**src/rtl/iob_cfg_pkg.sv**
```systemverilog
`default_nettype none
// ============================================================================
// Module      : iob_cfg_pkg
// Description : Shared types, constants and byte check for the IOB config loader.
// Revision    : 1.0 - initial release
// ============================================================================
package iob_cfg_pkg;

    localparam int IOB_CFG_W = 8;
    localparam logic [IOB_CFG_W-1:0] IOB_CFG_SYNC_DEFAULT = 8'hA5;

    typedef enum logic [2:0] {
        ST_IDLE  = 3'd0,
        ST_SYNC  = 3'd1,
        ST_LOAD  = 3'd2,
        ST_CSUM  = 3'd3,
        ST_CHECK = 3'd4
    } cfg_state_e;

    // Clearing the lowest set bit leaves zero only for 0 or 1 bits set.
    function automatic logic at_most_one_hot(input logic [IOB_CFG_W-1:0] b);
        return (b & (b - 8'd1)) == 8'd0;
    endfunction

endpackage
`default_nettype wire

```
**src/rtl/iob_cfg_shift.sv**
```systemverilog
`default_nettype none
// ============================================================================
// Module      : iob_cfg_shift
// Description : Serial-in shadow register with per-byte XOR accumulator.
// Revision    : 1.0 - initial release
// ============================================================================
module iob_cfg_shift
    import iob_cfg_pkg::*;
#(
    parameter int NUM_IOB = 4
) (
    input  logic                           clk,
    input  logic                           rst_n,
    input  logic                           clr,
    input  logic                           shift_en,
    input  logic                           din,
    output logic [NUM_IOB*IOB_CFG_W-1:0]   shadow,
    output logic [IOB_CFG_W-1:0]           acc
);

    localparam int c_SHADOW_W = NUM_IOB * IOB_CFG_W;

    logic [IOB_CFG_W-2:0]  r_part;
    logic [2:0]            r_bit_cnt;
    logic [c_SHADOW_W-1:0] r_shadow;
    logic [IOB_CFG_W-1:0]  r_acc;
    logic [IOB_CFG_W-1:0]  w_byte;
    logic [c_SHADOW_W-1:0] w_shadow_ins;

    assign w_byte = {r_part, din};

    // Completed bytes enter at the top, so the first byte ends in the lowest lane.
    if (NUM_IOB == 1) begin : g_single
        assign w_shadow_ins = w_byte;
    end else begin : g_multi
        assign w_shadow_ins = {w_byte, r_shadow[c_SHADOW_W-1:IOB_CFG_W]};
    end

    always_ff @(posedge clk or negedge rst_n) begin
        if (!rst_n) begin
            r_part    <= '0;
            r_bit_cnt <= '0;
            r_shadow  <= '0;
            r_acc     <= '0;
        end else if (clr) begin
            r_part    <= '0;
            r_bit_cnt <= '0;
            r_shadow  <= '0;
            r_acc     <= '0;
        end else if (shift_en) begin
            r_part    <= w_byte[IOB_CFG_W-2:0];
            r_bit_cnt <= r_bit_cnt + 3'd1;
            if (r_bit_cnt == 3'd7) begin
                r_shadow <= w_shadow_ins;
                r_acc    <= r_acc ^ w_byte;
            end
        end
    end

    assign shadow = r_shadow;
    assign acc    = r_acc;

endmodule
`default_nettype wire

```
**src/rtl/iob_cfg_loader.sv**
```systemverilog
`default_nettype none
// ============================================================================
// Module      : iob_cfg_loader
// Description : Framed serial loader for IOB switch controls with sync word,
//               XOR checksum and atomic commit. IOB_CFG_ONEHOT_EN adds a
//               per-byte at-most-one-bit check before commit.
// Revision    : 1.0 - initial release
// ============================================================================
module iob_cfg_loader
    import iob_cfg_pkg::*;
#(
    parameter int                   NUM_IOB   = 4,
    parameter logic [IOB_CFG_W-1:0] SYNC_WORD = IOB_CFG_SYNC_DEFAULT
) (
    input  logic                         clk,
    input  logic                         rst_n,
    input  logic                         cfg_start,
    input  logic                         cfg_din,
    input  logic                         cfg_valid,
    output logic                         cfg_ready,
    output logic [NUM_IOB*IOB_CFG_W-1:0] sram_con_bit,
    output logic                         cfg_busy,
    output logic                         cfg_done,
    output logic                         cfg_err
);

    localparam int c_CFG_W = NUM_IOB * IOB_CFG_W;
    localparam int c_CNT_W = $clog2(c_CFG_W + 1);
    localparam logic [c_CNT_W-1:0] c_CNT_ONE   = 1;
    localparam logic [c_CNT_W-1:0] c_BYTE_LAST = IOB_CFG_W - 1;
    localparam logic [c_CNT_W-1:0] c_LOAD_LAST = c_CFG_W - 1;

    cfg_state_e           r_state;
    cfg_state_e           w_state_nxt;
    logic [c_CNT_W-1:0]   r_cnt;
    logic [c_CNT_W-1:0]   w_cnt_nxt;
    logic [IOB_CFG_W-1:0] r_word;
    logic [IOB_CFG_W-1:0] w_word_nxt;
    logic [IOB_CFG_W-1:0] w_word_shift;
    logic [c_CFG_W-1:0]   r_sram;
    logic                 r_done;
    logic                 r_err;
    logic                 w_ready;
    logic                 w_accept;
    logic                 w_clr;
    logic                 w_shift_en;
    logic                 w_commit;
    logic                 w_fail;
    logic                 w_onehot_ok;
    logic [c_CFG_W-1:0]   w_shadow;
    logic [IOB_CFG_W-1:0] w_acc;

    iob_cfg_shift #(
        .NUM_IOB (NUM_IOB)
    ) u_shift (
        .clk      (clk),
        .rst_n    (rst_n),
        .clr      (w_clr),
        .shift_en (w_shift_en),
        .din      (cfg_din),
        .shadow   (w_shadow),
        .acc      (w_acc)
    );

`ifdef IOB_CFG_ONEHOT_EN
    logic [NUM_IOB-1:0] w_byte_ok;
    for (genvar gi = 0; gi < NUM_IOB; gi++) begin : g_onehot
        assign w_byte_ok[gi] = at_most_one_hot(w_shadow[gi*IOB_CFG_W +: IOB_CFG_W]);
    end
    assign w_onehot_ok = &w_byte_ok;
`else
    assign w_onehot_ok = 1'b1;
`endif

    assign w_ready      = (r_state == ST_SYNC) || (r_state == ST_LOAD) || (r_state == ST_CSUM);
    // A start pulse always wins over a coincident data bit.
    assign w_accept     = cfg_valid && w_ready && !cfg_start;
    assign w_word_shift = {r_word[IOB_CFG_W-2:0], cfg_din};

    always_comb begin
        w_state_nxt = r_state;
        w_cnt_nxt   = r_cnt;
        w_word_nxt  = r_word;
        w_clr       = 1'b0;
        w_shift_en  = 1'b0;
        w_commit    = 1'b0;
        w_fail      = 1'b0;
        if (cfg_start) begin
            w_state_nxt = ST_SYNC;
            w_cnt_nxt   = '0;
            w_word_nxt  = '0;
            w_clr       = 1'b1;
        end else begin
            case (r_state)
                ST_IDLE: begin
                end
                ST_SYNC: begin
                    if (w_accept) begin
                        w_word_nxt = w_word_shift;
                        if (r_cnt == c_BYTE_LAST) begin
                            w_cnt_nxt = '0;
                            if (w_word_shift == SYNC_WORD) begin
                                w_state_nxt = ST_LOAD;
                            end else begin
                                w_fail      = 1'b1;
                                w_state_nxt = ST_IDLE;
                            end
                        end else begin
                            w_cnt_nxt = r_cnt + c_CNT_ONE;
                        end
                    end
                end
                ST_LOAD: begin
                    if (w_accept) begin
                        w_shift_en = 1'b1;
                        if (r_cnt == c_LOAD_LAST) begin
                            w_cnt_nxt   = '0;
                            w_state_nxt = ST_CSUM;
                        end else begin
                            w_cnt_nxt = r_cnt + c_CNT_ONE;
                        end
                    end
                end
                ST_CSUM: begin
                    if (w_accept) begin
                        w_word_nxt = w_word_shift;
                        if (r_cnt == c_BYTE_LAST) begin
                            w_cnt_nxt   = '0;
                            w_state_nxt = ST_CHECK;
                        end else begin
                            w_cnt_nxt = r_cnt + c_CNT_ONE;
                        end
                    end
                end
                ST_CHECK: begin
                    w_state_nxt = ST_IDLE;
                    if ((r_word == w_acc) && w_onehot_ok) begin
                        w_commit = 1'b1;
                    end else begin
                        w_fail = 1'b1;
                    end
                end
                default: begin
                    w_state_nxt = ST_IDLE;
                end
            endcase
        end
    end

    always_ff @(posedge clk or negedge rst_n) begin
        if (!rst_n) begin
            r_state <= ST_IDLE;
            r_cnt   <= '0;
            r_word  <= '0;
            r_sram  <= '0;
            r_done  <= 1'b0;
            r_err   <= 1'b0;
        end else begin
            r_state <= w_state_nxt;
            r_cnt   <= w_cnt_nxt;
            r_word  <= w_word_nxt;
            r_done  <= w_commit;
            if (w_commit) begin
                r_sram <= w_shadow;
            end
            if (w_clr) begin
                r_err <= 1'b0;
            end else if (w_fail) begin
                r_err <= 1'b1;
            end
        end
    end

    assign cfg_ready    = w_ready;
    assign cfg_busy     = (r_state != ST_IDLE);
    assign cfg_done     = r_done;
    assign cfg_err      = r_err;
    assign sram_con_bit = r_sram;

endmodule
`default_nettype wire

```
**config.mk**
```make
export PLATFORM = sky130hd
export DESIGN_NAME = iob_cfg_loader
export DESIGN_NICKNAME = d
export VERILOG_FILES = /design/src/rtl/iob_cfg_pkg.sv /design/src/rtl/iob_cfg_shift.sv /design/src/rtl/iob_cfg_loader.sv
export SDC_FILE = /design/constraint.sdc
export NUM_CORES = 1
export LEC_CHECK = 0
export CORE_MARGIN = 5
export CORE_UTILIZATION = 50
export CTS_BUF_LIST = sky130_fd_sc_hd__clkbuf_2
export CTS_CLUSTER_SIZE = 16
export DETAILED_ROUTE_END_ITERATION = 10
export DONT_BUFFER_PORTS = 1
export PLACE_DENSITY_LB_ADDON = 0.3
export SYNTH_ARGS = -nofsm -noshare
export SYNTH_HDL_FRONTEND = slang
export SYNTH_SLANG_ARGS = --single-unit
```
**constraint.sdc**
```tcl
create_clock -name clk -period 2.1 [get_ports clk]
set_clock_uncertainty 0.05 [all_clocks]
set_input_delay 0.42 -clock clk [delete_from_list [all_inputs] [get_ports clk]]
set_output_delay 0.42 -clock clk [all_outputs]
set_load 0.01 [all_outputs]
```
# Word-level counts from Yosys, hierarchy flattened
# Index checks and enable logic that the tools add are counted.
# word_totals
regBits,101
in_bits,5
out_inout_bits,36
wordCells,91
# classes
add_sub_neg,2
eq_ne,17
muxes,43
bitwise,1
reduce_logical,18
# op_table
operator,count
32-bit 2-to-1 mux,3
8-bit 2-to-1 mux,6
6-bit 2-to-1 mux,5
3-bit 2-to-1 mux,9
1-bit 2-to-1 mux,14
7-bit 2-to-1 mux,2
3-bit one-hot mux with 4 select lines,1
6-bit one-hot mux with 2 select lines,1
2-bit nonzero test,5
3-bit by 2-bit inequality test with 1-bit output (second input constant),3
3-bit inequality test (second input constant),3
8-bit == test,1
8-bit == test (second input constant),1
8-bit bitwise XOR,1
7-bit AND reduction,1
6-bit by 1-bit adder with 6-bit output (second input constant),1
3-bit by 2-bit == test with 1-bit output (second input constant),2
3-bit == test (second input constant),2
6-bit by 3-bit == test with 1-bit output (second input constant),1
6-bit by 5-bit == test with 1-bit output (second input constant),1
3-bit nonzero test,2
2-bit AND reduction,2
3-bit by 1-bit adder with 3-bit output (second input constant),1
3-bit by 1-bit == test with 1-bit output (second input constant),1
10 further kinds,12

# Longest topological paths before layout
# logic_depth
depth_word,10
mapped_depth,8
ltp_nobuf,5

# Cells and area by module
# Synthesis repeated with hierarchy kept, for this count alone.
# hier_totals
hier_cells,392
area_unflattened_um2,4847.1
# modules_own_cells
mod,instances,cells_each,area_per_inst_um2,seq_area_each_um2
iob_cfg_shift,1,213,2454.9,1251.2
iob_cfg_loader,1,179,2392.3,1276.2

# Worst setup path before layout
# OpenSTA, ideal clock, no wires.
# synth_path
kind,register -> register
startpoint,register r_word[1]
endpoint,"register r_sram[10], in the netlist sram_con_bit[10]"
setup_time_ns,0.125
arrival_ns,1.621
t_required_ns,1.925
path_slack_ns,0.304
path_stages_with_launch,6
path_buffers,1
synth_period_minus_slack_ns,1.796
cell_sequence,dfrtp_1 -> xor2_1 -> nor4_2 -> nand4_4 -> buf_6 -> mux2_4
# synth_via
elab_chain_len,4
# synth_rtl
item,line,text
"start, declared",iob_cfg_loader.sv:37,logic [IOB_CFG_W-1:0] r_word;
"start signal, assigned",iob_cfg_loader.sv:161,r_word <= w_word_nxt;
8-bit == test,iob_cfg_loader.sv:137,if ((r_word == w_acc) && w_onehot_ok) begin
1-bit 2-to-1 mux,iob_cfg_loader.sv:137,
1-bit 2-to-1 mux,iob_cfg_loader.sv:94,case (r_state)
1-bit 2-to-1 mux,iob_cfg_loader.sv:88,if (cfg_start) begin
"end signal, assigned",iob_cfg_loader.sv:164,r_sram <= w_shadow;
"end, declared",iob_cfg_loader.sv:40,logic [c_CFG_W-1:0] r_sram;
# Every way passes these cells.
# A chain may end at the register's enable or synchronous reset.

# Final worst setup path
# layout_path
startpoint,register r_state[2]
endpoint,output cfg_busy
# layout_via
elab_chain_len,1
# layout_rtl
item,line,text
"start, declared",iob_cfg_loader.sv:33,cfg_state_e r_state;
"start signal, assigned",iob_cfg_loader.sv:159,r_state <= w_state_nxt;
3-bit nonzero test,iob_cfg_loader.sv:175,assign cfg_busy = (r_state != ST_IDLE);
"end, declared",iob_cfg_loader.sv:22,"output logic cfg_busy,"
# Every way passes these cells.

==> results.yml <==
run_status:
  status: "finished, violations left"
  violations: "hold timing"
global_route:
  grt_busiest_layer: "met2"
  use_met1_pct: 20.8
  grtUsageTotal_pct: 14.9
  use_met3_pct: 4.93
  grt_max_degree: 102
  antenna_found_initial: 0
  grt_pass1_vias: 2539
  overflow: 0
  grt_util_met2_pct: 22.1
  grt_pass1_wl_um: 13400
clock_tree:
  clock_path_buffers: 2
  cts_tree: "done"
  cts_htree_levels: 3
  post-cts-setup-buffers: 0
  cts_num_sinks: 101
  numCtsBuffers: 9
  clkTransAtPathRegs_ns: 0.27
  clk_latency_ns: 0.53
  cts_root_buffer: "clkbuf_2"
sta:
  timing.fmax_ghz: 0.505
  fin_setup_tns_ns: 0
  slew_headroom_pct: 69.0
  period_share_pct: 94.2
  whs_ns: -0.536
  slew_viol_final: 0
  setup_viol: 0
  min_period_ns: 1.98
  finalHoldViolations: 101
  worst_pin_slew_ns: 0.464
  rsz0062_at_grt: "false"
detailed_routing:
  dr.first_iter.drc_count: 92
  first_pass_iters: 4
  vias_per_cell: 5.60
  wl_um: 7870
  drc: 0
  vias: 2728
  wire_per_inst_um: 16.2
  ant_nets: 0
power:
  seqPwrFrac_pct: 69.3
  p_per_area_mw_per_mm2: 604
  pwr-share-comb_pct: 3.3
  p_leak_nw: 2.27
  p_int_mw: 2.16
  netSwitchingFraction_pct: 24.2
  p_clk_share_pct: 27.4
  ir_drop_mv: 0.285
  p_sw_mw: 0.688
synthesis:
  synthFlopType: "dfrtp_1"
  synth_area_leaders: "dfrtp_1 (56%), mux2_4 (9.7%), o21ai_0 (4.1%)"
  yosys.cell_types.count: 49
  synth.most_common_cell: "dfrtp_1"
  synthArstFlopShare_pct: 100
  syn_inst: 377
  postSynthAreaPerCell_um2: 11.9
  synth_edf_count: 0
  synthTopCellsByCount: "dfrtp_1 (101), nand2_1 (41), o21ai_0 (37), mux2_4 (29), nand2b_1 (26)"
  yosys.area.top_type: "dfrtp_1"
  yosys_warnings: 0
  synth_top_area_share_pct: 56.2
  syn-num-nets: 385
  synth_area_mm2: 0.00450
  ys_ff_latch: 101
  ys_seq_area_share_pct: 56.2
worst_setup_path:
  cp.arrival_ns: 1.51
  required_ns: 1.63
  cpPeakStageDelay_ns: 0.52
  path_delay_family: "flip-flops"
  crit_chain: "or3_1"
  worst_setup_path_start_kind: "register"
  r2r_start: "r_word[1]"
  cpMaxStageDelayCell: "dfrtp_2"
  end_kind: "primary output"
  critPathKind: "reg -> out"
  worst-path-max-fanout: 9
  path_buf_inv: 0
  startpoint: "r_state[2]"
final_layout:
  diodes: 0
  fin_nets: 382
  drive_gt1_share_pct: 16.4
  syn_to_final_growth_pct: 4.78
worst_hold_path:
  worstHoldPathType: "in -> async"
place:
  gp_congestion: 0.833
  post-dp-hpwl_um: 4970
  portBuffers: 0
die:
  core_area_mm2: 0.00876
  die_w_um: 105
  initial_core_util_pct: 51.3
  row_count: 34
  num_io_pins: 41
  fp.dieArea_mm2: 0.0110
  die_h_um: 105
run:
  drv_cap: 0
==> cells by family after synthesis <==
logic type / Yosys count / share of synthesized area (%)
simple gates: 119 / 14.5
flops: 101 / 56.2
buf+inv: 25 / 3.25
mux: 42 / 12.7
xor+xnor: 11 / 2.14
fa+ha+maj: 3 / 0.834
compound gates: 76 / 10.4
==> cell type report <==
type,instances,area (µm²)
clock inverter,6,38.8
sequential,101,2530
timing repair buffer,8,108
clock buffer,10,50.0
multi-input combinational,251,1840
tap,108,135
inverter,3,11.3
fill,759,4050
==> power by group through the flow <==
| stage | registers [mW] | logic, mW | clock network (mW) |
|---|---|---|---|
| 5_1_grt | 1.98 | 0.104 | 0.904 |
| 3_5_place_dp | 2.00 | 0.0677 | 0 |
| 6_report | 1.97 | 0.0937 | 0.780 |
| 2_1_floorplan | 2.00 | 0.0720 | 0 |
| 3_3_place_gp | 2.00 | 0.0669 | 0 |
| 4_1_cts | 1.97 | 0.0923 | 0.817 |
==> sequential cells by signal, summed over array words and instances (netlist names) <==
register / cells
sram_con_bit: 32
u_shift.r_bit_cnt: 3
r_state: 3
u_shift.shadow: 32
u_shift.r_part: 7
cfg_err: 1
r_word: 8
r_cnt: 6
u_shift.acc: 8
cfg_done: 1
==> what timing repair did <==
action	4_1_cts	5_1_grt
resized for setup	0	3
endpoints found under the hold margin	155	102
setup endpoints to repair	0	9
hold buffers	4	1
==> placed cells by master, fill, tap and decap left out, types with 2 or more instances in the layout <==
master / count
dfrtp_1: 99
nand2_1: 41
o21ai_0: 37
mux2_4: 29
nand2b_1: 26
nor2_1: 15
a22o_1: 14
a21oi_1: 13
xor2_1: 10
mux2i_1: 10
clkbuf_2: 10
or3_1: 9
nand3_1: 5
dlygate4sd3_1: 4
inv_1: 3
nor3_1: 3
mux2_2: 3
ha_1: 3
clkinv_2: 3
buf_12: 3
nand3b_1: 2
nor2b_1: 2
or4_1: 2
and2_1: 2
o211ai_1: 2
clkinvlp_4: 2
dfrtp_2: 2
==> per-stage QoR <==
step           util, %  cells  worst slack [ns]  power (mW)  area [µm²]
2_1_floorplan        -    377             0.304        2.07        4500
3_3_place_gp      52.0    466             0.217        2.07        4560
3_5_place_dp      52.0    466             0.122        2.07        4560
4_1_cts           53.6    486            0.0322        2.88        4700
5_1_grt           53.8    487            0.0266        2.98        4710
6_report          53.8    487             0.121        2.85        4710
==> final timing paths <==
path / endpoint / slack, ns / cells after the start
max: cfg_busy / 0.12 / 1
min in group clk: r_cnt[2] / 0.06 / 3
min: sram_con_bit[7] / -0.54 / 0
max in group asynchronous: u_shift.r_part[2] / 2.40 / 0
max reg2reg: sram_con_bit[29] / 0.16 / 5
min reg2reg: u_shift.shadow[3] / 0.47 / 2
==> layer usage <==
metal	routed length [µm]	share of wire (%)	vias to the layer above
met3	390	5.0	10
met4	119	1.5	0
li1	-	-	1315
met1	3790	48	1353
met2	3570	45	50
met5	0	0	-
(Power assumes the default switching activity.)
